==> src/rtl/dual_mem_arbiter_if.sv <==
// ============================================================================
// Module     : dual_mem_arbiter_if
// Description: Bundle of the cache-request and RAM signals that connect two
//              cores' icache/dcache pairs and the RAM model to the memory
//              arbiter.
//              Per-core fields are packed [core][bit] arrays.
//              master : caches + RAM model side
//                       (drives requests, ramload, ramstate)
//              slave  : arbiter side
//                       (drives waits, loads, RAM strobes, bus_err)
// Revision   : 1.0 - initial release
// ============================================================================
`default_nettype none

interface dual_mem_arbiter_if #(
    parameter int WORD_W     = 32,
    parameter int RAMSTATE_W = 2
);
    // cache request side
    logic [1:0]              iREN;
    logic [1:0][WORD_W-1:0]  iaddr;
    logic [1:0]              dREN;
    logic [1:0]              dWEN;
    logic [1:0][WORD_W-1:0]  daddr;
    logic [1:0][WORD_W-1:0]  dstore;
    logic [1:0]              iwait;
    logic [1:0]              dwait;
    logic [1:0][WORD_W-1:0]  iload;
    logic [1:0][WORD_W-1:0]  dload;
    // RAM side
    logic                    ramREN;
    logic                    ramWEN;
    logic [WORD_W-1:0]       ramaddr;
    logic [WORD_W-1:0]       ramstore;
    logic [WORD_W-1:0]       ramload;
    logic [RAMSTATE_W-1:0]   ramstate;
    // status
    logic                    bus_err;

    modport master (
        output iREN, iaddr, dREN, dWEN, daddr, dstore, ramload, ramstate,
        input  iwait, dwait, iload, dload, ramREN, ramWEN, ramaddr, ramstore,
               bus_err
    );

    modport slave (
        input  iREN, iaddr, dREN, dWEN, daddr, dstore, ramload, ramstate,
        output iwait, dwait, iload, dload, ramREN, ramWEN, ramaddr, ramstore,
               bus_err
    );
endinterface

`default_nettype wire

==> src/rtl/dual_mem_arbiter.sv <==
// ============================================================================
// Module     : dual_mem_arbiter
// Description: Memory-side responder for two cores' icache/dcache pairs.
//              Arbitrates the single RAM port.
//              Data requests beat instruction requests.
//              Round-robin between the cores within a class.
//              A grant is held across multi-word transfers for up to BURST
//              RAM ACCESS completions.
// Ports      : CLK   - clock, rising edge
//              nRST  - asynchronous active-low reset
//              ccif  - dual_mem_arbiter_if.slave:
//                      cache requests in, waits/loads out;
//                      RAM strobes/address/data out, ramload/ramstate in;
//                      bus_err out (sticky RAM error flag)
// Revision   : 1.0 - initial release
// ============================================================================
`default_nettype none

module dual_mem_arbiter #(
    parameter int WORD_W     = 32,
    parameter int BURST      = 4,
    parameter int RAMSTATE_W = 2
) (
    input  wire logic           CLK,
    input  wire logic           nRST,
    dual_mem_arbiter_if.slave   ccif
);

    localparam logic [RAMSTATE_W-1:0] c_RS_ACCESS  = RAMSTATE_W'(2);
    localparam logic [RAMSTATE_W-1:0] c_RS_ERROR   = RAMSTATE_W'(3);
    localparam logic [2:0]            c_BURST_LAST = 3'(BURST - 1);

    typedef enum logic [1:0] {
        IDLE   = 2'd0,
        DGRANT = 2'd1,
        IGRANT = 2'd2
    } state_t;

    state_t     r_state;
    state_t     w_state_nxt;
    logic       r_gcore;
    logic       w_gcore_nxt;
    logic [2:0] r_burst_cnt;
    logic [2:0] w_burst_cnt_nxt;
    logic       r_rr_ptr;
    logic       w_rr_ptr_nxt;
    logic       r_err;
    logic       w_err_nxt;

    logic [1:0] w_dreq;
    logic [1:0] w_ireq;
    logic       w_granted_req;
    logic       w_access;

    logic [1:0]              w_iwait;
    logic [1:0]              w_dwait;
    logic [1:0][WORD_W-1:0]  w_iload;
    logic [1:0][WORD_W-1:0]  w_dload;
    logic                    w_ramREN;
    logic                    w_ramWEN;
    logic [WORD_W-1:0]       w_ramaddr;
    logic [WORD_W-1:0]       w_ramstore;

    assign w_dreq   = ccif.dREN | ccif.dWEN;
    assign w_ireq   = ccif.iREN;
    assign w_access = (ccif.ramstate == c_RS_ACCESS);

    // Whether the core holding the grant still asserts its request.
    always_comb begin
        w_granted_req = 1'b0;
        case (r_state)
            DGRANT:  w_granted_req = w_dreq[r_gcore];
            IGRANT:  w_granted_req = w_ireq[r_gcore];
            default: w_granted_req = 1'b0;
        endcase
    end

    // ------------------------------------------------------------------
    // State register
    // ------------------------------------------------------------------
    always_ff @(posedge CLK or negedge nRST) begin
        if (!nRST) begin
            r_state     <= IDLE;
            r_gcore     <= 1'b0;
            r_burst_cnt <= 3'd0;
            r_rr_ptr    <= 1'b0;
            r_err       <= 1'b0;
        end else begin
            r_state     <= w_state_nxt;
            r_gcore     <= w_gcore_nxt;
            r_burst_cnt <= w_burst_cnt_nxt;
            r_rr_ptr    <= w_rr_ptr_nxt;
            r_err       <= w_err_nxt;
        end
    end

    // ------------------------------------------------------------------
    // Next-state logic
    // ------------------------------------------------------------------
    always_comb begin
        w_state_nxt     = r_state;
        w_gcore_nxt     = r_gcore;
        w_burst_cnt_nxt = r_burst_cnt;
        w_rr_ptr_nxt    = r_rr_ptr;
        w_err_nxt       = r_err;

        case (r_state)
            IDLE: begin
                // rr_ptr core wins its class when it requests, else the other
                if (|w_dreq) begin
                    w_state_nxt     = DGRANT;
                    w_gcore_nxt     = w_dreq[r_rr_ptr] ? r_rr_ptr : ~r_rr_ptr;
                    w_burst_cnt_nxt = 3'd0;
                end else if (|w_ireq) begin
                    w_state_nxt     = IGRANT;
                    w_gcore_nxt     = w_ireq[r_rr_ptr] ? r_rr_ptr : ~r_rr_ptr;
                    w_burst_cnt_nxt = 3'd0;
                end
            end

            DGRANT, IGRANT: begin
                if (ccif.ramstate == c_RS_ERROR) begin
                    w_err_nxt = 1'b1;
                end
                // Drop the grant when the request goes away or the burst
                // budget is spent, so a waiting core gets its turn.
                if (!w_granted_req ||
                    (w_access && (r_burst_cnt == c_BURST_LAST))) begin
                    w_state_nxt  = IDLE;
                    w_rr_ptr_nxt = ~r_gcore;
                end else if (w_access) begin
                    w_burst_cnt_nxt = r_burst_cnt + 3'd1;
                end
            end

            default: begin
                w_state_nxt = IDLE;
            end
        endcase
    end

    // ------------------------------------------------------------------
    // Outputs: purely from the registered grant and live inputs, so an
    // asynchronous reset drops the RAM strobes in the same instant.
    // ------------------------------------------------------------------
    always_comb begin
        w_iwait    = 2'b11;
        w_dwait    = 2'b11;
        w_iload    = '0;
        w_dload    = '0;
        w_ramREN   = 1'b0;
        w_ramWEN   = 1'b0;
        w_ramaddr  = '0;
        w_ramstore = '0;

        case (r_state)
            DGRANT: begin
                w_ramaddr  = ccif.daddr[r_gcore];
                w_ramstore = ccif.dstore[r_gcore];
                // a write wins when both strobes are requested
                w_ramWEN   = ccif.dWEN[r_gcore];
                w_ramREN   = ccif.dREN[r_gcore] & ~ccif.dWEN[r_gcore];
                if (w_access) begin
                    w_dwait[r_gcore] = 1'b0;
                    w_dload[r_gcore] = ccif.ramload;
                end
            end

            IGRANT: begin
                w_ramaddr = ccif.iaddr[r_gcore];
                w_ramREN  = ccif.iREN[r_gcore];
                if (w_access) begin
                    w_iwait[r_gcore] = 1'b0;
                    w_iload[r_gcore] = ccif.ramload;
                end
            end

            default: begin
            end
        endcase
    end

    assign ccif.iwait    = w_iwait;
    assign ccif.dwait    = w_dwait;
    assign ccif.iload    = w_iload;
    assign ccif.dload    = w_dload;
    assign ccif.ramREN   = w_ramREN;
    assign ccif.ramWEN   = w_ramWEN;
    assign ccif.ramaddr  = w_ramaddr;
    assign ccif.ramstore = w_ramstore;
    assign ccif.bus_err  = r_err;

endmodule

`default_nettype wire

==> src/flat_wrapper.sv <==
// flat-port wrapper written by rule: the top's interface ports become plain ports
module dual_mem_arbiter_flat 
#(
    parameter int WORD_W     = 32,
    parameter int BURST      = 4,
    parameter int RAMSTATE_W = 2
)
  (CLK, nRST, ccif_iREN, ccif_iaddr, ccif_dREN, ccif_dWEN, ccif_daddr, ccif_dstore, ccif_ramload, ccif_ramstate, ccif_iwait, ccif_dwait, ccif_iload, ccif_dload, ccif_ramREN, ccif_ramWEN, ccif_ramaddr, ccif_ramstore, ccif_bus_err);
  dual_mem_arbiter_if #(.WORD_W(WORD_W), .RAMSTATE_W(RAMSTATE_W)) ccif_i ();
  input  wire logic CLK;
  input  wire logic nRST;
  input wire logic [$bits(ccif_i.iREN)-1:0] ccif_iREN;
  input wire logic [$bits(ccif_i.iaddr)-1:0] ccif_iaddr;
  input wire logic [$bits(ccif_i.dREN)-1:0] ccif_dREN;
  input wire logic [$bits(ccif_i.dWEN)-1:0] ccif_dWEN;
  input wire logic [$bits(ccif_i.daddr)-1:0] ccif_daddr;
  input wire logic [$bits(ccif_i.dstore)-1:0] ccif_dstore;
  input wire logic [$bits(ccif_i.ramload)-1:0] ccif_ramload;
  input wire logic [$bits(ccif_i.ramstate)-1:0] ccif_ramstate;
  output wire logic [$bits(ccif_i.iwait)-1:0] ccif_iwait;
  output wire logic [$bits(ccif_i.dwait)-1:0] ccif_dwait;
  output wire logic [$bits(ccif_i.iload)-1:0] ccif_iload;
  output wire logic [$bits(ccif_i.dload)-1:0] ccif_dload;
  output wire logic [$bits(ccif_i.ramREN)-1:0] ccif_ramREN;
  output wire logic [$bits(ccif_i.ramWEN)-1:0] ccif_ramWEN;
  output wire logic [$bits(ccif_i.ramaddr)-1:0] ccif_ramaddr;
  output wire logic [$bits(ccif_i.ramstore)-1:0] ccif_ramstore;
  output wire logic [$bits(ccif_i.bus_err)-1:0] ccif_bus_err;
  assign ccif_i.iREN = ccif_iREN;
  assign ccif_i.iaddr = ccif_iaddr;
  assign ccif_i.dREN = ccif_dREN;
  assign ccif_i.dWEN = ccif_dWEN;
  assign ccif_i.daddr = ccif_daddr;
  assign ccif_i.dstore = ccif_dstore;
  assign ccif_i.ramload = ccif_ramload;
  assign ccif_i.ramstate = ccif_ramstate;
  assign ccif_iwait = ccif_i.iwait;
  assign ccif_dwait = ccif_i.dwait;
  assign ccif_iload = ccif_i.iload;
  assign ccif_dload = ccif_i.dload;
  assign ccif_ramREN = ccif_i.ramREN;
  assign ccif_ramWEN = ccif_i.ramWEN;
  assign ccif_ramaddr = ccif_i.ramaddr;
  assign ccif_ramstore = ccif_i.ramstore;
  assign ccif_bus_err = ccif_i.bus_err;
  dual_mem_arbiter #(.WORD_W(WORD_W), .BURST(BURST), .RAMSTATE_W(RAMSTATE_W)) u_core (.CLK(CLK), .nRST(nRST), .ccif(ccif_i));
endmodule
==> config.mk <==
export PLATFORM = sky130hd
export DESIGN_NAME = dual_mem_arbiter_flat
export DESIGN_NICKNAME = d
export VERILOG_FILES = /design/src/rtl/dual_mem_arbiter_if.sv /design/src/rtl/dual_mem_arbiter.sv /design/src/flat_wrapper.sv
export SDC_FILE = /design/constraint.sdc
export NUM_CORES = 1
export LEC_CHECK = 0
export BUFFER_PORTS_ARGS = -buffer_cell sky130_fd_sc_hd__buf_2
export CAP_MARGIN = 40
export CORE_AREA = 2 2 170 172
export CTS_CLUSTER_DIAMETER = 120
export CTS_CLUSTER_SIZE = 10
export DETAILED_ROUTE_END_ITERATION = 10
export DIE_AREA = 0 0 172 174
export PLACE_DENSITY = 0.34
export SETUP_SLACK_MARGIN = 0.15
export SLEW_MARGIN = 20
export SYNTH_ARGS = -nofsm -noshare
export SYNTH_HDL_FRONTEND = slang
export SYNTH_SLANG_ARGS = --single-unit
==> constraint.sdc <==
create_clock -name CLK -period 2.52 [get_ports CLK]
set_input_delay 0.63 -clock CLK [delete_from_list [all_inputs] [get_ports CLK]]
set_output_delay 0.63 -clock CLK [all_outputs]
set_load 0.1 [all_outputs]
==> impl_metrics.env, run 1 <==
export IMPL_place_inst=1235
export IMPL_gp_congestion=0.763
export IMPL_post_place_ws_ps=-28.1
export IMPL_stdcell_count=1271
export IMPL_crit_reg2reg_launch="u_core.r_gcore"
export IMPL_synth_cell_types=39
export IMPL_total_leakage_power_nw=4.82
export IMPL_startpoint_type="flip-flop"
export IMPL_ant_nets=0
export IMPL_die_y_um=174
export IMPL_power_density_nw_per_um2=1240
export IMPL_ys_seq_area_frac=0.0598
export IMPL_antenna_found_initial=0
export IMPL_fin_total_pwr_w=0.0140
export IMPL_nets=1127
export IMPL_numCtsBuffers=3
export IMPL_rsz0062_at_grt="yes"
export IMPL_status="finished, final reports clean"
export IMPL_port_buffers=432
export IMPL_min_period_ps=2490
export IMPL_die_area_um2=29900
export IMPL_io_pins=433
export IMPL_grt_overflow=0
export IMPL_vias=5130
export IMPL_finalHoldViolations=0
export IMPL_most_common_layout_cells="buf_2 (233), buf_12 (214), and3_4 (66)"
export IMPL_syn_nets=684
export IMPL_nFillCells=2790
export IMPL_maxSlewViolCount=0
export IMPL_fin_skew_ps=3.80
export IMPL_cpMostUsedCell="buf_12"
export IMPL_setup_viol=0
export IMPL_peakVddDrop_v=0.000909
export IMPL_ys_warn_count=0
export IMPL_min_path_type="input pin to async pin"
export IMPL_route_detailed_drc=0
export IMPL_max_slew_worst_pin_slew_ps=483
export IMPL_grt_use_total=0.142
export IMPL_mostFrequentLayoutCell="buf_2"
export IMPL_hold_ws_ps=252
export IMPL_rows=62
export IMPL_grt_pass1_vias=5028
export IMPL_start_util=0.119
export IMPL_reg2reg_to="u_core.r_state[0]"
export IMPL_syn2layout_area_growth_pct=236
export IMPL_path_class="flip-flop to output port"
export IMPL_critPathRequiredTime_ps=1890
export IMPL_critPathSlowestCell="dfrtp_4"
export IMPL_crit_path_start="u_core.r_gcore"
export IMPL_max_freq_mhz=402
export IMPL_drt_wirelength_per_cell_um=19.4
export IMPL_finalSetupTns_ps=0
export IMPL_worst_slack_ps=30.0
export IMPL_grt_pass1_wl_um=32600
export IMPL_cts_tree="built"
export IMPL_drt_initial_drc_count=120
export IMPL_worstPathCellList="buf_12 > buf_12 > buf_16 > mux2_4 > a22oi_2 > nor2b_4 > buf_12"
export IMPL_max_cap_viol_count=0
export IMPL_diodes=0
export IMPL_path_max_fanout=7
export IMPL_drt_first_pass_iters=4
export IMPL_h_tree_depth=1
export IMPL_via_per_inst=4.04
export IMPL_ys_seq_elements=8
export IMPL_reg2regPathDepth=8
export IMPL_crit_arrival_ps=1860
export IMPL_syn_inst=445
export IMPL_routed_wl_um=24600
export IMPL_grt_max_degree=45
export IMPL_relSlewSlack=0.680
export IMPL_crit_path_end_kind="output port"
export IMPL_cts_hold_repair_buffers=0
export IMPL_drive_gt1_frac=0.928
export IMPL_root_buffer="clkbuf_16"
export IMPL_regToRegSetupSlack_ps=230
export IMPL_period_share=0.988
export IMPL_syn_avg_cell_area_um2=7.53
export IMPL_slowest_delay_ps=480
export IMPL_die_x_um=172
export IMPL_syn_area_um2=3350
export IMPL_clkLatencyLatePin_ps=230
export IMPL_clkSlewWorstSetupHoldPaths_ps=40
export IMPL_crit_end="ccif_ramaddr[20]"
export IMPL_dpl_hpwl_um=18200
export IMPL_cts_sinks=8
export IMPL_core_um2=28200
export IMPL_cts_max_path_buffers=2
flip-flops by register name, indices dropped and copies added, names as in the netlist:
register             count
u_core.r_gcore           1
u_core.r_rr_ptr          1
u_core.r_burst_cnt       3
u_core.r_state           2
u_core.ccif.bus_err      1
repair_timing:
action                                  CTS  global route
cloned                                    5            15
pin swaps                                17            21
setup buffers                             7             5
endpoints found under the setup margin  178           199
resized for setup                        75            71
report_power, final:
group / switching [W] / total (W) / internal [W]
Combinational: 0.00771 / 0.0135 / 0.00574
Clock: 0.0000637 / 0.000275 / 0.000211
Sequential: 0.0000424 / 0.000228 / 0.000185
area by class of cell:
cell class,instances,area [um^2],area share
sequential,8,205,0.0182
inverter,9,41.3,0.00367
timing repair buffer,486,6140,0.546
multi-input combinational,380,4310,0.383
tap,384,480,0.0427
clock buffer,4,78.8,0.00700
cells in the mapped netlist:
cell / n / area, um^2
a21boi_0: 1 / 7.51
a21oi_1: 1 / 5.00
a221o_1: 1 / 10.0
a221oi_1: 1 / 8.76
a22o_1: 1 / 8.76
a22oi_1: 33 / 248
a311o_1: 1 / 10.0
a31o_2: 1 / 8.76
a32oi_2: 1 / 16.3
a41oi_1: 1 / 8.76
and2_1: 66 / 413
and2b_1: 1 / 7.51
and3_1: 66 / 413
and3b_1: 2 / 17.5
buf_2: 8 / 40.0
buf_6: 1 / 11.3
clkbuf_1: 39 / 146
dfrtp_1: 8 / 200
ha_1: 5 / 62.6
inv_1: 9 / 33.8
mux2_2: 65 / 732
mux2i_1: 34 / 340
nand2_1: 7 / 26.3
nand2b_1: 3 / 18.8
nand3b_1: 1 / 7.51
nor2_1: 5 / 18.8
nor2b_1: 66 / 413
nor3b_1: 2 / 15.0
nor4_1: 2 / 12.5
o211ai_1: 2 / 15.0
o21ai_0: 2 / 10.0
o21ai_1: 1 / 5.00
o21bai_1: 1 / 7.51
o22ai_1: 2 / 12.5
o311ai_0: 1 / 8.76
o311ai_1: 1 / 8.76
or2_2: 1 / 6.26
or3_1: 1 / 6.26
or3b_1: 1 / 8.76
kinds of logic (layout without fill, tap and decap cells):
logic type | Yosys count | count (layout) | share of synthesized area
compound gates | 52 | 52 | 0.119
fa+ha+maj | 5 | 5 | 0.0187
buf+inv | 57 | 499 | 0.0691
flops | 8 | 8 | 0.0598
mux | 99 | 99 | 0.320
simple gates | 224 | 224 | 0.413
metrics by stage:
step	area [um^2]	util
detailed placement	9920	0.351
global route	11300	0.399
floorplan	4260	-
global placement	9920	0.351
finish	11300	0.399
CTS	10600	0.374
worst min path at each step:
stage	to	slack, ps	cells past startpoint
floorplan	u_core.ccif.bus_err	330	0
global placement	u_core.ccif.bus_err	450	1
detailed placement	u_core.ccif.bus_err	460	1
CTS	u_core.r_state[1]	250	1
global route	u_core.r_state[1]	250	1
finish	u_core.r_state[1]	250	1
critical path, delay by kind of cell, from the launching register on:
family                 cells  cell delay (ps)
AOI/OAI and AO/OA          1              200
and+or+nand+nor            1               70
muxes                      1              290
buffers and inverters      4              570
DFF                        1              480
routing by layer:
metal,global-route usage,share of wire,vias up
li1,-,-,2468
met1,0.168,0.38,2452
met2,0.276,0.55,196
met3,0.0241,0.058,14
met4,0.00980,0.0089,0
met5,0,0,-
Note: power is estimated with default switching activity, not from simulation.
==> run 2: changes to the inputs <==
--- a/config.mk
+++ b/config.mk
@@ -12,6 +12,7 @@
 export CTS_CLUSTER_SIZE = 10
 export DETAILED_ROUTE_END_ITERATION = 10
 export DIE_AREA = 0 0 172 174
+export HOLD_SLACK_MARGIN = 0.08
 export PLACE_DENSITY = 0.34
 export SETUP_SLACK_MARGIN = 0.15
 export SLEW_MARGIN = 20
==> constraint.sdc (replaced) <==
create_clock -name CLK -period 2.52 [get_ports CLK]
set_input_delay 0.378 -clock CLK [delete_from_list [all_inputs] [get_ports CLK]]
set_output_delay 0.378 -clock CLK [all_outputs]
set_load 0.1 [all_outputs]
==> run 2 against run 1 <==
  * Non-clock buffer count down 30
  * Via count down 4.7%
  * Sequential share of layout area increased by 0.33 points
  * Clock-buffer cell count did not move
  * Die area unchanged
  * Critical endpoint is now ccif_ramaddr[1]
  * Largest cell class unchanged
  * Highest routed layer is now met5
==> impl_metrics.env, run 2 (synthesis results as in run 1) <==
export IMPL_status="finished, final reports clean"
export IMPL_nFillCells=2914
export IMPL_path_max_fanout=26
export IMPL_path_class="flip-flop to output port"
export IMPL_grt_max_degree=67
export IMPL_via_per_inst=3.94
export IMPL_port_buffers=432
export IMPL_setup_viol=0
export IMPL_maxSlewViolCount=0
export IMPL_cts_tree="built"
export IMPL_grt_pass1_wl_um=31600
export IMPL_drt_initial_drc_count=92
export IMPL_root_buffer="clkbuf_16"
export IMPL_final_area_um2=9480
export IMPL_p_int_w=0.00477
export IMPL_vias=4888
export IMPL_finalHoldViolations=0
export IMPL_top_regs="u_core.r_burst_cnt: 3 flops, u_core.r_state: 2 flops"
export IMPL_grt_use_total=0.141
export IMPL_grt_overflow=0
export IMPL_drt_wirelength_per_cell_um=18.3
export IMPL_rows=62
export IMPL_max_cap_viol_count=0
export IMPL_start_util=0.119
export IMPL_fin_skew_ps=3.84
export IMPL_max_slew_worst_pin_slew_ps=492
export IMPL_crit_path_end_kind="output port"
export IMPL_clkLatencyLatePin_ps=230
export IMPL_drt_first_pass_iters=4
export IMPL_gp_congestion=0.750
export IMPL_grt_pass1_vias=4961
export IMPL_cts_max_path_buffers=2
export IMPL_most_common_layout_cells="buf_2 (250), buf_12 (193), mux2_2 (65)"
export IMPL_nets=1097
export IMPL_io_pins=433
export IMPL_mostFrequentLayoutCell="buf_2"
export IMPL_diodes=0
export IMPL_max_freq_mhz=437
export IMPL_clkSlewWorstSetupHoldPaths_ps=40
export IMPL_min_path_type="input pin to flip-flop"
export IMPL_route_detailed_drc=0
export IMPL_h_tree_depth=1
export IMPL_critPathRequiredTime_ps=2140
export IMPL_cts_sinks=8
export IMPL_die_y_um=174
export IMPL_dpl_cell_area_um2=9290
export IMPL_drive_gt1_frac=0.778
export IMPL_core_um2=28200
export IMPL_fin_total_pwr_w=0.0120
export IMPL_switching_power_w=0.00721
export IMPL_min_period_ps=2290
export IMPL_clock_power_share=0.023
export IMPL_antenna_found_initial=1
export IMPL_comb_power_share=0.958
export IMPL_dpl_hpwl_um=18600
export IMPL_switching_share=0.602
export IMPL_period_share=0.909
export IMPL_die_area_um2=29900
export IMPL_ant_nets=0
export IMPL_top_register="u_core.r_burst_cnt"
export IMPL_place_inst=1229
export IMPL_crit_arrival_ps=1910
export IMPL_total_leakage_power_nw=4.46
export IMPL_startpoint_type="flip-flop"
export IMPL_stdcell_count=1241
export IMPL_numCtsBuffers=3
export IMPL_relSlewSlack=0.674
export IMPL_routed_wl_um=22700
export IMPL_largest_reg_flops=3
export IMPL_power_density_nw_per_um2=1260
export IMPL_die_x_um=172
export IMPL_peakVddDrop_v=0.000758
export IMPL_syn2layout_area_growth_pct=183
export IMPL_finalSetupTns_ps=0
export IMPL_seqPwrFrac=0.019
export IMPL_rsz0062_at_grt="no"
[run 2: changes by cell type in the layout (fill, tap and decap cells not counted), moves of 17 or more]
cell     previous run  this run
a22oi_1             1        33
a22oi_2            32         0
and2_2              6        58
and2_4             60         0
and3_1              0        54
and3_4             66         0
buf_12            214       193
buf_2             233       250
mux2i_1            13        34
[run 2: power groups by stage]
| stage | logic [W] | clock network [W] | registers [W] |
|---|---|---|---|
| 6_report | 0.0115 | 0.000277 | 0.000232 |
| 5_1_grt | 0.0119 | 0.000288 | 0.000239 |
| 4_1_cts | 0.0116 | 0.000279 | 0.000231 |
| 3_5_place_dp | 0.0113 | 0 | 0.000328 |
| 3_3_place_gp | 0.0113 | 0 | 0.000326 |
| 2_1_floorplan | 0.00775 | 0 | 0.000208 |
[run 2: metrics by stage]
step | utilization | setup WS, ps | hold WS [ps]
CTS | 0.335 | 194 | 439
global placement | 0.329 | 273 | 242
finish | 0.336 | 230 | 436
detailed placement | 0.329 | 250 | 244
global route | 0.336 | 168 | 445
floorplan | - | -60.8 | 82.4
[run 2: worst paths after layout]
path | from | endpoint | slack (ps) | depth (start not counted)
min in group asynchronous | nRST | u_core.r_rr_ptr | 530 | 2
worst max-delay path | u_core.r_gcore | ccif_ramaddr[1] | 230 | 6
worst max register to register | u_core.r_gcore | u_core.r_burst_cnt[2] | 390 | 6
worst min-delay path | ccif_ramstate[1] | u_core.ccif.bus_err | 440 | 2
worst min register to register | u_core.ccif.bus_err | u_core.ccif.bus_err | 460 | 1
max in group asynchronous | nRST | u_core.r_gcore | 1790 | 2
[run 2: final cells by class]
class	instances	area, um^2	share of cell area
multi-input combinational	380	3460	0.365
tap	384	480	0.0507
sequential	8	204	0.0215
timing repair buffer	456	5230	0.551
inverter	9	33.8	0.00356
clock buffer	4	78.8	0.00831
[run 2: timing repair]
item                       CTS  global route
buffers inserted             6             1
hold buffers                 1             0
cloned                       0             0
setup endpoints to repair   69            45
gates resized for setup      0             1
hold endpoints to repair     8             0
[run 2: routing by layer]
layer  share of wire  vias to the layer above  global-route usage
met4          0.0078                        2              0.0151
met5         0.00057                        -                   0
met2            0.58                      263               0.305
li1                -                     2397                   -
met1            0.34                     2218               0.139
met3           0.076                        8              0.0219
[run 2: critical path, cell delays in order, from the launching register on]
cell and delay (ps):
dfrtp_4 440, buf_12 150, buf_12 190, mux2_2 350, a22oi_1 300, nor2b_4 80, buf_12 170
==> run 3: changes to the inputs <==
--- a/config.mk
+++ b/config.mk
@@ -8,11 +8,12 @@
 export BUFFER_PORTS_ARGS = -buffer_cell sky130_fd_sc_hd__buf_2
 export CAP_MARGIN = 40
 export CORE_AREA = 2 2 170 172
-export CTS_CLUSTER_DIAMETER = 120
+export CTS_CLUSTER_DIAMETER = 40
 export CTS_CLUSTER_SIZE = 10
 export DETAILED_ROUTE_END_ITERATION = 10
 export DIE_AREA = 0 0 172 174
 export HOLD_SLACK_MARGIN = 0.08
+export MAX_ROUTING_LAYER = met4
 export PLACE_DENSITY = 0.34
 export SETUP_SLACK_MARGIN = 0.15
 export SLEW_MARGIN = 20
==> constraint.sdc (replaced) <==
create_clock -name CLK -period 2.52 [get_ports CLK]
set_input_delay 0.504 -clock CLK [delete_from_list [all_inputs] [get_ports CLK]]
set_output_delay 0.504 -clock CLK [all_outputs]
set_load 0.1 [all_outputs]
==> run 3 against run 2 <==
  * Die area unchanged
  * Routed wire length is 5.7% lower
  * First-iteration DRC count rose by 45%
  * Total power increased by 5.8%
  * Cell count is essentially flat
  * Final area grew 6.2%
  * Non-clock buffer count down 1
  * Critical endpoint is now ccif_ramaddr[21]
==> impl_metrics.env, run 3 (synthesis results as in run 1) <==
export IMPL_worst_slack_ps=169
export IMPL_root_buffer="clkbuf_16"
export IMPL_port_buffers=432
export IMPL_grt_max_degree=67
export IMPL_io_pins=433
export IMPL_path_max_fanout=16
export IMPL_power_density_nw_per_um2=1260
export IMPL_top_register="u_core.r_burst_cnt"
export IMPL_max_freq_mhz=425
export IMPL_routed_wl_um=21400
export IMPL_cts_tree="built"
export IMPL_route_detailed_drc=0
export IMPL_syn2layout_area_growth_pct=201
export IMPL_critPathRequiredTime_ps=2020
export IMPL_startpoint_type="flip-flop"
export IMPL_max_slew_worst_pin_slew_ps=501
export IMPL_fin_skew_ps=1.52
export IMPL_use_met1=0.146
export IMPL_post_place_ws_ps=301
export IMPL_start_util=0.119
export IMPL_cts_max_path_buffers=2
export IMPL_final_core_util=0.357
export IMPL_grt_pass1_vias=4883
export IMPL_die_y_um=174
export IMPL_setup_viol=0
export IMPL_total_leakage_power_nw=4.54
export IMPL_min_path_type="input pin to async pin"
export IMPL_drt_initial_drc_count=133
export IMPL_clkLatencyLatePin_ps=230
export IMPL_seqPwrFrac=0.019
export IMPL_grt_use_total=0.136
export IMPL_cts_sinks=8
export IMPL_status="finished, final reports clean"
export IMPL_finalSetupTns_ps=0
export IMPL_ant_nets=0
export IMPL_reg2regPathDepth=6
export IMPL_grt_busiest_layer="met2"
export IMPL_vias=4872
export IMPL_crit_reg2reg_launch="u_core.r_state[0]"
export IMPL_path_class="flip-flop to output port"
export IMPL_rows=62
export IMPL_relSlewSlack=0.668
export IMPL_rsz0062_at_grt="yes"
export IMPL_nFillCells=2847
export IMPL_die_x_um=172
export IMPL_h_tree_depth=1
export IMPL_switching_power_w=0.00738
export IMPL_via_per_inst=3.93
export IMPL_drt_first_pass_iters=4
export IMPL_reg2reg_to="u_core.r_burst_cnt[2]"
export IMPL_die_area_um2=29900
export IMPL_met3_usage=0.0178
export IMPL_min_period_ps=2350
export IMPL_stdcell_count=1240
export IMPL_most_common_layout_cells="buf_2 (234), buf_12 (209), nor2b_4 (65)"
export IMPL_numCtsBuffers=3
export IMPL_grt_pass1_wl_um=30600
export IMPL_peakVddDrop_v=0.000712
export IMPL_crit_path_end_kind="output port"
export IMPL_crit_arrival_ps=1850
export IMPL_comb_power_share=0.959
export IMPL_mostFrequentLayoutCell="buf_2"
export IMPL_max_cap_viol_count=0
export IMPL_drive_gt1_frac=0.882
export IMPL_switching_share=0.582
export IMPL_dpl_hpwl_um=17400
export IMPL_diodes=0
export IMPL_grt_overflow=0
export IMPL_place_inst=1232
export IMPL_final_area_um2=10100
export IMPL_clock_power_share=0.022
export IMPL_finalHoldViolations=0
export IMPL_met2_usage=0.269
export IMPL_antenna_found_initial=1
export IMPL_gp_congestion=0.775
export IMPL_maxSlewViolCount=0
export IMPL_regToRegSetupSlack_ps=450
export IMPL_dpl_cell_area_um2=9730
export IMPL_core_um2=28200
export IMPL_cts_hold_repair_buffers=0
export IMPL_top_regs="u_core.r_burst_cnt: 3 flops, u_core.r_state: 2 flops"
export IMPL_nets=1096
export IMPL_drt_wirelength_per_cell_um=17.3
export IMPL_p_int_w=0.00529
export IMPL_period_share=0.933
export IMPL_largest_reg_flops=3
export IMPL_clkSlewWorstSetupHoldPaths_ps=40
## run 3: how the worst max path moves through the flow
stage / slack (ps) / cells after the start / to / startpoint
finish: 170 / 6 / ccif_ramaddr[21] / u_core.r_gcore
global route: 90 / 6 / ccif_ramaddr[23] / u_core.r_gcore
CTS: 140 / 5 / ccif_ramaddr[21] / u_core.r_gcore
detailed placement: 300 / 5 / ccif_ramaddr[9] / u_core.r_gcore
global placement: 320 / 5 / ccif_ramaddr[9] / u_core.r_gcore
floorplan: 40 / 6 / ccif_dload[19] / u_core.r_state[1]
## run 3: layout make-up
type,count,area (um^2),share of cell area
Inverter,9,33.8,0.00336
Multi-Input combinational cell,380,3790,0.377
Timing Repair Buffer,455,5480,0.544
Clock buffer,4,78.8,0.00783
Sequential cell,8,204,0.0203
Tap cell,384,480,0.0477
## run 3: timing repair
action / in CTS / in global routing
endpoints found under the setup margin: 30 / 81
cloned: 0 / 1
pin swaps: 0 / 8
resized for setup: 3 / 41
buffers inserted: 1 / 2
## run 3: metrics by stage
stage / hold slack (ps) / power (W)
5_1_grt: 126 / 0.0132
6_report: 116 / 0.0127
3_5_place_dp: 367 / 0.0121
4_1_cts: 125 / 0.0124
2_1_floorplan: 208 / 0.00812
3_3_place_gp: 360 / 0.0121
## run 3: power groups by stage
stage	registers [W]	clock network, W	logic, W
5_1_grt	0.000253	0.000289	0.0126
4_1_cts	0.000252	0.000280	0.0119
3_5_place_dp	0.000265	0	0.0118
6_report	0.000244	0.000277	0.0122
3_3_place_gp	0.000263	0	0.0118
2_1_floorplan	0.000208	0	0.00791
## run 3: critical path, stage by stage (launching register included)
cell and delay [ps]:
dfrtp_4 470, buf_8 150, clkbuf_16 190, mux2_2 360, a22oi_2 210, nor2b_4 70
buf_12 160
## run 3: per-layer routing
metal  up-vias  routed length (um)
met3         6                1280
met2       198               12200
li1       2391                   -
met1      2277                7780
met4         0                 195
met5         -                   0
